### src/rtl/checkout_sequencer.sv
// Checkout sequencer: walks basket slots, multiplies quantity by unit price
// with a shift-add multiplier, streams one line per slot and sums the total.
//
// Ports:
//   CLK, RESET_N                   clock, async active-low reset
//   START, ABORT                   one-cycle begin / cancel requests
//   NUM                            number of valid basket entries (clamped)
//   ENTRY_IDX -> ENTRY_ID/QTT/PRICE basket read mux (combinational return)
//   LINE_VALID/READY + LINE_*      per-slot line record handshake
//   GRAND_TOTAL, OVF               running sum, sticky saturation flag
//   BUSY, DONE                     not-idle level, completion pulse
module checkout_sequencer #(
    parameter int MAX_ENTRIES = 12,
    parameter int PRICE_W     = 16,
    parameter int QTT_W       = 4,
    parameter int TOTAL_W     = 24
) (
    input  logic                     CLK,
    input  logic                     RESET_N,
    input  logic                     START,
    input  logic                     ABORT,
    input  logic [3:0]               NUM,
    output logic [3:0]               ENTRY_IDX,
    input  logic [3:0]               ENTRY_ID,
    input  logic [QTT_W-1:0]         ENTRY_QTT,
    input  logic [PRICE_W-1:0]       ENTRY_PRICE,
    output logic                     LINE_VALID,
    input  logic                     LINE_READY,
    output logic [3:0]               LINE_IDX,
    output logic [3:0]               LINE_ID,
    output logic [QTT_W-1:0]         LINE_QTT,
    output logic [PRICE_W+QTT_W-1:0] LINE_TOTAL,
    output logic [TOTAL_W-1:0]       GRAND_TOTAL,
    output logic                     OVF,
    output logic                     BUSY,
    output logic                     DONE
);

    localparam int LW = PRICE_W + QTT_W;
    localparam int SW = TOTAL_W + 1;
    localparam int KW = (QTT_W > 1) ? $clog2(QTT_W) : 1;

    typedef enum logic [2:0] {
        IDLE,
        FETCH,
        MUL,
        OUT,
        FIN
    } state_t;

    state_t state, state_nx;

    logic [3:0]         n_r;
    logic [3:0]         i_r;
    logic [3:0]         entry_idx_r;
    logic [KW-1:0]      k_r;
    logic [3:0]         id_r;
    logic [QTT_W-1:0]   qtt_r;
    logic [LW-1:0]      mcand_r;
    logic [LW-1:0]      acc_r;
    logic [TOTAL_W-1:0] gt_r;
    logic               ovf_r;

    logic [3:0]         num_c;
    logic               start_ok;
    logic               abort_ok;
    logic               last_k;
    logic               last_i;
    logic [SW-1:0]      sum;

    assign num_c    = (NUM > 4'(MAX_ENTRIES)) ? 4'(MAX_ENTRIES) : NUM;
    assign start_ok = START && !ABORT;
    assign abort_ok = ABORT && (state != IDLE);
    assign last_k   = (k_r == KW'(QTT_W - 1));
    assign last_i   = (i_r == n_r - 4'd1);
    // One extra bit catches the carry out for saturation.
    assign sum      = {1'b0, gt_r} + SW'(acc_r);

    always_ff @(posedge CLK or negedge RESET_N) begin
        if (!RESET_N) begin
            state <= IDLE;
        end else begin
            state <= state_nx;
        end
    end

    always_comb begin
        state_nx = state;
        if (abort_ok) begin
            state_nx = IDLE;
        end else begin
            unique case (state)
                IDLE: begin
                    if (start_ok) begin
                        state_nx = (num_c == 4'd0) ? FIN : FETCH;
                    end
                end
                FETCH: state_nx = MUL;
                MUL: begin
                    if (last_k) begin
                        state_nx = OUT;
                    end
                end
                OUT: begin
                    if (LINE_READY) begin
                        state_nx = last_i ? FIN : FETCH;
                    end
                end
                FIN: state_nx = IDLE;
                default: state_nx = IDLE;
            endcase
        end
    end

    always_ff @(posedge CLK or negedge RESET_N) begin
        if (!RESET_N) begin
            n_r         <= '0;
            i_r         <= '0;
            entry_idx_r <= '0;
            k_r         <= '0;
            id_r        <= '0;
            qtt_r       <= '0;
            mcand_r     <= '0;
            acc_r       <= '0;
            gt_r        <= '0;
            ovf_r       <= 1'b0;
        end else if (abort_ok) begin
            gt_r  <= '0;
            ovf_r <= 1'b0;
        end else begin
            unique case (state)
                IDLE: begin
                    if (start_ok) begin
                        n_r         <= num_c;
                        i_r         <= '0;
                        entry_idx_r <= '0;
                        gt_r        <= '0;
                        ovf_r       <= 1'b0;
                    end
                end
                FETCH: begin
                    id_r    <= ENTRY_ID;
                    qtt_r   <= ENTRY_QTT;
                    mcand_r <= LW'(ENTRY_PRICE);
                    acc_r   <= '0;
                    k_r     <= '0;
                end
                MUL: begin
                    // mcand_r tracks PRICE<<k, so no barrel shifter.
                    if (qtt_r[k_r]) begin
                        acc_r <= acc_r + mcand_r;
                    end
                    mcand_r <= mcand_r << 1;
                    k_r     <= k_r + KW'(1);
                end
                OUT: begin
                    if (LINE_READY) begin
                        if (sum[TOTAL_W]) begin
                            gt_r  <= '1;
                            ovf_r <= 1'b1;
                        end else begin
                            gt_r <= sum[TOTAL_W-1:0];
                        end
                        if (!last_i) begin
                            i_r         <= i_r + 4'd1;
                            entry_idx_r <= i_r + 4'd1;
                        end
                    end
                end
                default: begin
                end
            endcase
        end
    end

    assign ENTRY_IDX   = entry_idx_r;
    assign LINE_VALID  = (state == OUT);
    assign LINE_IDX    = i_r;
    assign LINE_ID     = id_r;
    assign LINE_QTT    = qtt_r;
    assign LINE_TOTAL  = acc_r;
    assign GRAND_TOTAL = gt_r;
    assign OVF         = ovf_r;
    assign BUSY        = (state != IDLE);
    assign DONE        = (state == FIN);

endmodule
### config.mk
export PLATFORM = sky130hd
export DESIGN_NAME = checkout_sequencer
export DESIGN_NICKNAME = d
export VERILOG_FILES = /design/src/rtl/checkout_sequencer.sv
export SDC_FILE = /design/constraint.sdc
export NUM_CORES = 1
export LEC_CHECK = 0
export CAP_MARGIN = 20
export CELL_PAD_IN_SITES_DETAIL_PLACEMENT = 2
export CELL_PAD_IN_SITES_GLOBAL_PLACEMENT = 2
export CORE_ASPECT_RATIO = 1.1
export CORE_UTILIZATION = 35
export CTS_CLUSTER_DIAMETER = 60
export CTS_CLUSTER_SIZE = 20
export DETAILED_ROUTE_END_ITERATION = 8
export GPL_TIMING_DRIVEN = 0
export PLACE_DENSITY_LB_ADDON = 0.1
export SYNTH_ARGS = -nofsm -noshare
export SYNTH_HDL_FRONTEND = slang
export SYNTH_SLANG_ARGS = --single-unit
### constraint.sdc
create_clock -name CLK -period 5.45 [get_ports CLK]
set_input_delay 1.09 -clock CLK [delete_from_list [all_inputs] [get_ports CLK]]
set_output_delay 1.09 -clock CLK [all_outputs]
set_load 0.1 [all_outputs]
==> impl_metrics.ini <==
[timing]
fin_tns_setup_ns = 0
min_period_over_period = 0.7271
skew_ns = 0.004655
final_max_slew_viol_count = 0
maxClockFrequency_ghz = 0.2523
rsz0062_at_grt = no
setup_viol = 0
period_needed_ns = 3.963
max_slew_margin = 0.3191
holdWs_ns = 0.4826
hold_violations = 0
worst_slew_pin_slew_ns = 1.018
setup_slack_ns = 1.487

[clock_network]
postCtsSetupBuffers = 0
cts_tree = yes
cts_hold_buf = 0
worstSkewPairLatency_ns = 0.35
clk_pin_slew_ns = 0.07
h-tree-depth = 3
cts.sinks = 86
post_cts_resized = 0
clk_path_buf_depth = 2
cts_root_buffer = clkbuf_16
cts_buffers = 9

[floorplan]
ios = 97
die_h_um = 136.1
rows = 48
dieArea_mm2 = 0.01686
start_util = 0.3609
core_mm2 = 0.01586
fp.dieW_um = 123.9

[routing]
dr.pass1.iters = 4
viasPerCell = 5.570
postRouteAntennaNets = 0
vias = 5486
wl_per_cell_um = 20.46
drt_wl_total_um = 20160
drtIter0Drc = 159
drc = 0

[placed_design]
port_buffers = 96
dpl_cell_area_mm2 = 0.006958
dp_slack_ns = 1.689
dp_hpwl_um = 15310
gp_congestion = 0.8592

[finish]
final_cell_mix = nand2_1, clkdlybuf4s50_1, dfrtp_1
final_area_mm2 = 0.007330
nets = 857
multi_input_area_mm2 = 0.003344
seq_area_mm2 = 0.002152
diodes = 0
fill_cells = 1771
area_growth_pct = 28.10
drive_gt1_frac = 0.06369
final_common_cell = nand2_1

[yosys]
synth_edf_count = 0
avgSynthCellArea_um2 = 8.514
yosysTopAreaCellShare = 0.3761
synth_seq_area_share = 0.3761
netlist_top_cells_area = dfrtp_1, nand2_1, ha_1
synthArstFlopShare = 1.000
synth_flop_cell = dfrtp_1
synth_seq_cells = 86
yosys_warnings = 0
syn-instance-count = 672
netlist_area_mm2 = 0.005722
synth_cell_types = 69
synth_area_leader_cell = dfrtp_1
syn-num-nets = 749

[global_route]
grt_pass1_wl_um = 32830
grt_start_max_net_pins = 62
grt.total_usage = 0.2541
first_global_vias = 6113
grt_overflow = 0
antenna_found_initial = 0

[power]
total_power_mw = 4.136
power.density_mw_per_mm2 = 564.3
vdd_drop_max_mv = 0.3014
cellLeakagePower_nw = 3.351

[critical_path]
endpoint_kind = output pin
worstPathCellList = clkbuf_1, nor3_1, inv_1, clkdlybuf4s50_1
arrival_ns = 2.87
cp_slowest_cell = clkdlybuf4s50_1
cpPeakStageDelay_ns = 1.01
cp-start-kind = register
path_class = reg -> out
worstPathRequired_ns = 4.36
worst-path-max-fanout = 8

[outcome]
status = finished, final reports clean

[worst_hold_path]
hp-class = reg -> reg

[job]
cap_viol_max_count = 0
-- worst max-delay path, delay by kind of cell, from the launching register on --
family / cells / cell delay, ns
buf+inv: 3 / 1.36
flops: 1 / 0.36
simple gates: 1 / 0.79
-- cell families (layout without fill, tap and decap cells) --
kind of cell | count (synthesis) | in the layout | synth area share
fa+ha+maj | 44 | 44 | 0.09884
buf+inv | 49 | 162 | 0.03936
mux | 5 | 5 | 0.01137
flops | 86 | 86 | 0.3761
compound gates | 191 | 191 | 0.2169
xor+xnor | 36 | 36 | 0.05511
simple gates | 261 | 261 | 0.2023
-- metal layers --
metal  part of all wire  vias to the layer above  GRT usage  wire (um)
met2               0.51                       96     0.4519      10230
met3              0.022                       30    0.02768        435
li1                   -                     2601          -          -
met1               0.45                     2759     0.3176       9119
met5                  0                        -          0          0
met4              0.018                        0    0.08135        371
-- flip-flops by register name, summed over array words and instances (netlist names) --
signal and cells:
OVF 1, k_r 2, mcand_r 20, ENTRY_IDX 4, LINE_TOTAL 20, state 3, LINE_QTT 4, n_r 4
LINE_ID 4, GRAND_TOTAL 24
-- cell type report --
cell class              count  area share
inverters                  21     0.01075
flip-flops and latches     86      0.2936
well taps                 200     0.03414
repair buffers             97      0.1345
clock inverters             6     0.01809
multi-input cells         537      0.4563
plain buffers              28     0.01997
clock buffers              10     0.03260
-- report_power, final --
part / switching (mW) / internal (mW) / total (mW) / leakage [nW]
clock: 0.285 / 0.507 / 0.792 / 0.179
sequential: 0.220 / 0.816 / 1.04 / 1.13
combinational: 1.58 / 0.725 / 2.31 / 2.05
-- cells in the mapped netlist, drive strengths merged (6+ instances only) --
cell,number
o31ai,7
a211oi,10
xnor2,22
nor3,10
nand3,14
buf,10
nor2,48
a31oi,24
dfrtp,86
o21ai,57
a21oi,35
ha,42
and3,6
a21o,13
clkbuf,18
inv,21
nor2b,10
nand2,146
o21bai,7
xor2,14
-- path summary, 6_finish.rpt --
path	startpoint	end	slack, ns	depth (start not counted)
worst max-delay path	state[2]	BUSY	1.49	4
worst min-delay path	LINE_ID[0]	LINE_ID[0]	0.48	2
worst max register to register	LINE_TOTAL[0]	GRAND_TOTAL[7]	2.13	11
worst min register to register	LINE_ID[0]	LINE_ID[0]	0.48	2
max in group asynchronous	RESET_N	state[1]	4.15	2
min in group asynchronous	RESET_N	GRAND_TOTAL[6]	0.65	1
-- per-stage QoR --
stage,utilization,instances
4_1_cts,0.4623,985
3_3_place_gp,0.4373,968
2_1_floorplan,-,672
3_5_place_dp,0.4388,969
6_report,0.4623,985
5_1_grt,0.4623,985
Note: power is estimated with default switching activity, not from simulation.
